`src/rtl/stopwatch_pkg.sv`:
```
// stopwatch_pkg: shared types and constants for the BCD stopwatch.
//   state_e    - FSM encoding (STOP/RUN/LAP)
//   bcd_time_t - MM:SS as four packed BCD digits, tens-of-minutes first
package stopwatch_pkg;

    localparam int DIGIT_W = 4;

    localparam logic [DIGIT_W-1:0] LIM_9 = 4'd9;
    localparam logic [DIGIT_W-1:0] LIM_5 = 4'd5;

    typedef enum logic [1:0] {
        ST_STOP = 2'd0,
        ST_RUN  = 2'd1,
        ST_LAP  = 2'd2
    } state_e;

    typedef struct packed {
        logic [DIGIT_W-1:0] min_hi;
        logic [DIGIT_W-1:0] min_lo;
        logic [DIGIT_W-1:0] sec_hi;
        logic [DIGIT_W-1:0] sec_lo;
    } bcd_time_t;

endpackage

```
`src/rtl/bcd_digit.sv`:
```
// bcd_digit: one mod-(lim+1) BCD digit of the stopwatch chain.
//   clk, rst - system clock, async active-high reset
//   clr      - synchronous clear, wins over en
//   en       - advance by one this cycle
//   lim      - highest value before wrapping to 0
//   q        - registered digit value
//   nxt      - value q will take after the next edge (used for same-cycle snapshots)
//   co       - carry out, en & (q == lim); feeds the next digit's en combinationally
module bcd_digit
    import stopwatch_pkg::*;
(
    input  logic               clk,
    input  logic               rst,
    input  logic               clr,
    input  logic               en,
    input  logic [DIGIT_W-1:0] lim,
    output logic [DIGIT_W-1:0] q,
    output logic [DIGIT_W-1:0] nxt,
    output logic               co
);

    logic [DIGIT_W-1:0] q_q, q_d;

    always_comb begin
        q_d = q_q;
        if (clr) begin
            q_d = '0;
        end else if (en) begin
            q_d = (q_q == lim) ? '0 : q_q + 4'd1;
        end
    end

    always_ff @(posedge clk or posedge rst) begin
        if (rst) q_q <= '0;
        else     q_q <= q_d;
    end

    assign q   = q_q;
    assign nxt = q_d;
    assign co  = en & (q_q == lim);

endmodule

```
`src/rtl/stopwatch_core.sv`:
```
// stopwatch_core: BCD MM:SS stopwatch driven by the divider's clk_out level.
//   clk, rst        - system clock, async active-high reset
//   tick_in         - divider output level; each rising edge is one second
//   start/stop/lap/clear - single-cycle command pulses (clear > stop > start > lap)
//   running         - high in RUN and LAP
//   lap_hold        - high in LAP (display frozen on snapshot)
//   sec_lo..min_hi  - displayed BCD digits
//   wrap            - one-cycle pulse when the live count rolls over to 00:00
// Every output comes from a flop, or from a mux of flops selected by a flop.
module stopwatch_core
    import stopwatch_pkg::*;
#(
    parameter int unsigned MAX_MIN_HI = 5
) (
    input  logic               clk,
    input  logic               rst,
    input  logic               tick_in,
    input  logic               start,
    input  logic               stop,
    input  logic               lap,
    input  logic               clear,
    output logic               running,
    output logic               lap_hold,
    output logic [DIGIT_W-1:0] sec_lo,
    output logic [DIGIT_W-1:0] sec_hi,
    output logic [DIGIT_W-1:0] min_lo,
    output logic [DIGIT_W-1:0] min_hi,
    output logic               wrap
);

    localparam logic [DIGIT_W-1:0] MIN_HI_LIM = DIGIT_W'(MAX_MIN_HI);

    state_e    state_q, state_d;
    logic      s1_q, s1_d, s2_q, s2_d, s3_q, s3_d;
    bcd_time_t snap_q, snap_d;
    logic      running_q, running_d;
    logic      lap_hold_q, lap_hold_d;
    logic      wrap_q, wrap_d;

    logic      inc;
    logic      co_sl, co_sh, co_ml, co_mh;
    bcd_time_t live, live_nxt;

    // s1/s2 synchronize, s3 remembers last level for rising-edge detect.
    always_comb begin
        s1_d = tick_in;
        s2_d = s1_q;
        s3_d = s2_q;
    end

    // Gate on the current state so a tick coinciding with stop still counts.
    assign inc = s2_q & ~s3_q & (state_q != ST_STOP);

    bcd_digit u_sec_lo (.clk(clk), .rst(rst), .clr(clear), .en(inc),   .lim(LIM_9),
                        .q(live.sec_lo), .nxt(live_nxt.sec_lo), .co(co_sl));
    bcd_digit u_sec_hi (.clk(clk), .rst(rst), .clr(clear), .en(co_sl), .lim(LIM_5),
                        .q(live.sec_hi), .nxt(live_nxt.sec_hi), .co(co_sh));
    bcd_digit u_min_lo (.clk(clk), .rst(rst), .clr(clear), .en(co_sh), .lim(LIM_9),
                        .q(live.min_lo), .nxt(live_nxt.min_lo), .co(co_ml));
    bcd_digit u_min_hi (.clk(clk), .rst(rst), .clr(clear), .en(co_ml), .lim(MIN_HI_LIM),
                        .q(live.min_hi), .nxt(live_nxt.min_hi), .co(co_mh));

    always_comb begin
        state_d = state_q;
        snap_d  = snap_q;
        if (clear) begin
            state_d = ST_STOP;
            snap_d  = '0;
        end else if (stop) begin
            if (state_q != ST_STOP) state_d = ST_STOP;
        end else if (start) begin
            if (state_q == ST_STOP) state_d = ST_RUN;
        end else if (lap) begin
            if (state_q == ST_RUN) begin
                state_d = ST_LAP;
                // Post-increment value, so a tick in the entry cycle is included.
                snap_d  = live_nxt;
            end else if (state_q == ST_LAP) begin
                state_d = ST_RUN;
            end
        end
        running_d  = (state_d != ST_STOP);
        lap_hold_d = (state_d == ST_LAP);
        // Clear zeroes the chain in the same cycle, so the rollover never shows.
        wrap_d     = co_mh & ~clear;
    end

    always_ff @(posedge clk or posedge rst) begin
        if (rst) begin
            state_q    <= ST_STOP;
            s1_q       <= 1'b0;
            s2_q       <= 1'b0;
            s3_q       <= 1'b0;
            snap_q     <= '0;
            running_q  <= 1'b0;
            lap_hold_q <= 1'b0;
            wrap_q     <= 1'b0;
        end else begin
            state_q    <= state_d;
            s1_q       <= s1_d;
            s2_q       <= s2_d;
            s3_q       <= s3_d;
            snap_q     <= snap_d;
            running_q  <= running_d;
            lap_hold_q <= lap_hold_d;
            wrap_q     <= wrap_d;
        end
    end

    assign running  = running_q;
    assign lap_hold = lap_hold_q;
    assign wrap     = wrap_q;

    always_comb begin
        if (lap_hold_q) {min_hi, min_lo, sec_hi, sec_lo} = snap_q;
        else            {min_hi, min_lo, sec_hi, sec_lo} = live;
    end

endmodule

```
`config.mk`:
```
export PLATFORM = sky130hd
export DESIGN_NAME = stopwatch_core
export DESIGN_NICKNAME = d
export VERILOG_FILES = /design/src/rtl/stopwatch_pkg.sv /design/src/rtl/bcd_digit.sv /design/src/rtl/stopwatch_core.sv
export SDC_FILE = /design/constraint.sdc
export NUM_CORES = 1
export LEC_CHECK = 0
export ABC_CLOCK_PERIOD_IN_PS = 3500
export CAP_MARGIN = 20
export CORE_MARGIN = 2
export CORE_UTILIZATION = 55
export DETAILED_ROUTE_END_ITERATION = 8
export MAX_ROUTING_LAYER = met4
export PLACE_DENSITY = 0.83
export SLEW_MARGIN = 40
export SYNTH_ARGS = -nofsm -noshare
export SYNTH_HDL_FRONTEND = slang
export SYNTH_SLANG_ARGS = --single-unit
export TNS_END_PERCENT = 30
```
`constraint.sdc`:
```
create_clock -name clk -period 3.5 [get_ports clk]
set_input_delay 0.525 -clock clk [delete_from_list [all_inputs] [get_ports clk]]
set_output_delay 0.525 -clock clk [all_outputs]
set_load 0.05 [all_outputs]
```
Yosys cells after proc, flatten, opt, wreduce, memory -nomap -nowiden
Cells that the tools add are included. W data, S select, Z words.

Bits in registers: 40. Latch bits: 0. Memory bits (writable): 0. ROM bits: 0. Input port bits: 7. Word-level logic and storage cells: 72. Memories: 0.

$add $sub $neg: 4. $mul: 0. Divide/modulo/power cells: 0. Order comparisons: 0. Eq/ne operators: 9. Shift operators: 0. Multiplexer cells: 29. Bitwise logic cells: 9. Reduce and logical (&&, ||, !) cells: 6.

Operators by type and width (count): $mux W16 (5); $mux W4 (16); $add A4 B1 Y4 const B (4); $mux W2 (8); $eq A4 B3 Y1 const B (2); $eq A4 B4 Y1 const B (2); $reduce_bool A2 Y1 (4); $and A1 B1 Y1 (7); $eq A2 B2 Y1 const B (2); $ne A2 B1 Y1 const B (2); $reduce_and A4 Y1 (1); $eq A2 B1 Y1 const B (1); $logic_not A2 Y1 (1); $not A1 Y1 (2).

Longest topological paths before layout
Depth after elaboration: 13. Depth in mapped cells: 8.

By module
From an unflattened synthesis, not the netlist that was laid out.

Cells, all modules: 195. Area total of the unflattened synthesis: 2362.3 um^2.

Modules (own cells, without submodules): bcd_digit (times used 4, cells each 28, area an instance 314.1 um^2, sequential area each 100.1 um^2); stopwatch_core (times used 1, cells each 83, area an instance 1106.1 um^2, sequential area each 600.6 um^2).

Worst setup path before layout
Ideal clock, no wire load.

Kind: register to output. From: register lap_hold_q, in the netlist lap_hold. To: output min_hi[1]. Arrival time: 1.940 ns. Required time: 2.975 ns. Setup slack: 1.035 ns. Stages on the path, launching flop included: 3. Cell sequence: dfrtp_1 -> clkbuf_1 -> o21ai_0.

Cells in the longest elaborated chain, start to end: 1.

Ends and longest elaborated chain: start, declared (line stopwatch_core.sv:37) `logic lap_hold_q, lap_hold_d;`; start signal, assigned (line stopwatch_core.sv:105) `lap_hold_q <= lap_hold_d;`; $mux W4 (line stopwatch_core.sv:115) `if (lap_hold_q) {min_hi, min_lo, sec_hi, sec_lo} = snap_q;`; end, declared (line stopwatch_core.sv:27) `output logic [DIGIT_W-1:0] min_hi,`.

No other way between the ends.

Final worst setup path
From: register lap_hold_q, in the netlist lap_hold. To: output min_lo[2].

Cells in the longest elaborated chain, start to end: 1.

Ends and longest elaborated chain: $mux W4 (line stopwatch_core.sv:115); end, declared (line stopwatch_core.sv:26) `output logic [DIGIT_W-1:0] min_lo,`.

No other way between the ends.

==> run summary <==
### Routing
- via-per-instance ratio: 5.79
- antenna violation net count after detailed routing: 0
- Remaining DRCs: 0
- average routed wire per standard cell: 14.7 um
- count of routing violations after the opening detailed-route iteration: 86
- Detailed Routing Iterations Pass 1: 4
- overall via count from detail_route: 1667
- DRT Wirelength: 4230 um

### CTS
- clock root buffer: sky130_fd_sc_hd__clkbuf_8
- number of cells upsized or downsized after cts: 0
- clock-pin slew reported for the worst setup and hold paths after clock tree synthesis: 0.07 ns
- clk sinks: 40
- clk buf depth: 2
- clock latency of the later-clocked register in the worst-skew pair: 0.29 ns
- buffers inserted during post-CTS setup optimization: 0
- CTS hold repair buffers: 0
- Inserted Clock Buffers: 5
- H-tree Lvls: 2
- CTS tree: yes

### Yosys
- Mapped Nets: 232
- dominant combinational cell family by area after synthesis: simple AND/OR/NAND/NOR gates
- simple-gate share of the synthesized area: 21.6%
- flip-flop and latch count after synthesis: 40
- largest area contributor in the netlist: sky130_fd_sc_hd__dfrtp_1
- top post-synthesis cells by count: sky130_fd_sc_hd__dfrtp_1 (40), sky130_fd_sc_hd__nor2_1 (24), sky130_fd_sc_hd__mux2_2 (12)
- Syn Std Cell Area: 0.00217 mm2
- per-instance average area after synthesis: 10.0 um2
- number of different library cells in the post-synthesis netlist: 46
- number of enable-type register cells in the synthesized netlist: 0
- post-synth top area share: 46.1%
- cell types occupying the most area after synthesis: sky130_fd_sc_hd__dfrtp_1 (46%), sky130_fd_sc_hd__mux2_2 (6.2%), sky130_fd_sc_hd__ha_1 (4.6%)
- multiplexer share of the synthesized area: 9.91%
- yosys synthesis warning count: 0
- xor-xnor portion of the synthesized cell area: 0.807%
- main flop type after synthesis: sky130_fd_sc_hd__dfrtp_1
- Synth Instances: 217
- compound-cell area share of the yosys netlist: 12.7%
- post-synthesis share of cell area spent on full adders, half adders and majority gates: 4.61%
- asr flop ratio synth: 100%
- most numerous cell in the Yosys netlist: sky130_fd_sc_hd__dfrtp_1
- sequential share of the synthesized area: 46.1%

### Floorplanning
- floorplan die area: 0.00447 mm2
- site row count: 22
- Die Y-Extent: 66.8 um
- Core Area: 0.00372 mm2
- width of the die: 66.8 um
- I/O pins: 26
- starting density of the core: 58.4%

### Placed design
- Port Buffers: 25
- HPWL reported at the end of detailed placement: 2920 um
- GPL Wtd Cong: 0.868
- placed cell count: 280

### GRT
- antenna violations before repair: 0
- total grt overflow: 0
- number of global-route vias before repair: 1551
- maximum number of pins on one net before global-route repair: 41
- first-pass GRT wire length: 7180 um
- All-Layer GR Usage: 22.2%

### Pwr
- switching power of the nets: 186 uW
- clock share of power: 37.6%
- combinational share of power: 5.6%
- Worst IR Drop VDD: 315 uV
- P_int: 643 uW
- Power per Cell Area: 328 mW/mm2
- sequential share of power: 56.7%
- leakage dissipation: 0.00106 uW
- switch share: 22.5%

### Cells and area
- final instance count without filler cells: 288
- Final Net Count: 254
- area growth from synthesis to layout: 16.5%
- fill cell total of the finished layout: 309
- final cell utilization of the core: 68.1%
- Antenna Diode Count: 0
- share of cells above drive strength 1: 11.7%

### Status
- outcome: finished, final reports clean

### STA
- count of endpoints failing hold in the final timing report: 0
- Period minus WS final: 2.79 ns
- unrepaired setup endpoints after global routing: false
- final worst clock skew: 0.00464 ns
- crit share post-route: 79.8%
- normalized max-slew margin: 46.6%
- Achievable Freq: 0.358 GHz
- number of max-slew violations in the final report: 0
- total setup violations reported at the end of the flow: 0
- Least-Margin Pin Slew: 0.801 ns
- Total Neg Setup Slack: 0 ns
- worst hold slack across all endpoints: 0.374 ns

### Hold path
- Min-Delay Path Class: reg2reg

### Run
- Max-Cap Viols: 0

### Critical path
- critical path launch point type: flip-flop
- Crit Path Max Fanout: 21
- type of the worst setup path: reg2out
- required arrival time at the worst endpoint: 2.97 ns
- endpoint arrival time on the critical path: 2.27 ns
- Setup crit end kind: output port

[sequential cells by signal, indices dropped and copies added, names as in the netlist]
| name | cells |
|---|---|
| lap_hold | 1 |
| s1_q | 1 |
| snap_q | 16 |
| u_min_lo.q | 4 |
| s3_q | 1 |
| u_sec_hi.q | 4 |
| s2_q | 1 |
| u_min_hi.q | 4 |
| wrap | 1 |
| running | 1 |
| u_sec_lo.q | 4 |
| state_q | 2 |
[cells by family (layout without fill, tap and decap cells)]
group	Yosys count	in the layout
flops	40	40
buf+inv	20	43
simple gates	86	86
fa+ha+maj	8	8
xor+xnor	2	2
mux	20	20
compound gates	41	41
[power groups by stage]
stage | combinational, uW | clock [uW] | sequential (uW)
6_report | 46.7 | 312 | 471
5_1_grt | 52.3 | 343 | 471
3_3_place_gp | 46.5 | 0 | 479
2_1_floorplan | 28.2 | 0 | 480
3_5_place_dp | 47.3 | 0 | 479
4_1_cts | 47.5 | 321 | 471
[layout by cell type, fill, tap and decap left out, types with 2 or more instances in the layout]
master / instances
sky130_fd_sc_hd__dfrtp_1: 40
sky130_fd_sc_hd__clkdlybuf4s50_1: 25
sky130_fd_sc_hd__nor2_1: 24
sky130_fd_sc_hd__mux2_2: 12
sky130_fd_sc_hd__nor3_1: 10
sky130_fd_sc_hd__nand2_1: 9
sky130_fd_sc_hd__o21ai_0: 9
sky130_fd_sc_hd__nand3_1: 9
sky130_fd_sc_hd__a211oi_1: 8
sky130_fd_sc_hd__mux2i_1: 8
sky130_fd_sc_hd__ha_1: 8
sky130_fd_sc_hd__a21oi_1: 7
sky130_fd_sc_hd__inv_1: 6
sky130_fd_sc_hd__clkbuf_8: 6
sky130_fd_sc_hd__nor2b_1: 4
sky130_fd_sc_hd__nand4b_1: 4
sky130_fd_sc_hd__a311oi_1: 4
sky130_fd_sc_hd__buf_4: 4
sky130_fd_sc_hd__and3b_1: 3
sky130_fd_sc_hd__nand2b_1: 2
sky130_fd_sc_hd__nor4_1: 2
sky130_fd_sc_hd__and3_1: 2
sky130_fd_sc_hd__nand4_1: 2
sky130_fd_sc_hd__or2_2: 2
sky130_fd_sc_hd__nand3b_1: 2
sky130_fd_sc_hd__or4_1: 2
sky130_fd_sc_hd__o31ai_1: 2
sky130_fd_sc_hd__a31oi_1: 2
sky130_fd_sc_hd__and2_1: 2
sky130_fd_sc_hd__o211ai_1: 2
sky130_fd_sc_hd__o41ai_1: 2
sky130_fd_sc_hd__clkbuf_1: 2
[worst paths after layout]
kind / start / endpoint / cells after the start / slack [ns]
worst max-delay path: lap_hold$_DFF_PP0_ / min_lo[2] / 2 / 0.71
worst min-delay path: s1_q$_DFF_PP0_ / s2_q$_DFF_PP0_ / 0 / 0.37
worst max register to register: u_sec_lo.q[1]$_DFF_PP0_ / snap_q[15]$_DFFE_PP0P_ / 6 / 1.29
worst min register to register: s1_q$_DFF_PP0_ / s2_q$_DFF_PP0_ / 0 / 0.37
max in group asynchronous: rst / u_min_hi.q[3]$_DFF_PP0_ / 3 / 2.52
min in group asynchronous: rst / u_sec_lo.q[2]$_DFF_PP0_ / 3 / 0.65
[area by class of cell]
type / count / area (um2) / area share [%]
multi-input combinational: 157 / 1080 / 42.5
sequential: 40 / 1000 / 39.6
timing repair buffer: 29 / 280 / 11.1
clock buffer: 8 / 90.1 / 3.56
tap: 48 / 60.1 / 2.37
inverter: 6 / 22.5 / 0.890
[per-stage QoR]
| stage | cell area, um2 | setup slack [ns] | power, uW |
|---|---|---|---|
| final | 2530 | 0.707 | 830 |
| after global routing | 2530 | 0.564 | 866 |
| after CTS | 2530 | 0.681 | 839 |
| after detailed placement | 2440 | 0.954 | 527 |
| after global placement | 2440 | 0.996 | 526 |
| after floorplan | 2170 | 1.03 | 509 |
[critical path, stage by stage, from the launching register on]
cell,delay [ns]
sky130_fd_sc_hd__dfrtp_1,0.87
sky130_fd_sc_hd__mux2_2,0.41
sky130_fd_sc_hd__clkdlybuf4s50_1,0.70
[metal layers]
metal	global-route usage (%)	share of wire, %	up-vias
met2	33.5	46	40
li1	-	-	837
met1	29.2	47	782
met3	4.73	4.4	8
met5	-	0	-
met4	8.93	1.8	0
No activity file was read; power rests on OpenSTA's default activity.
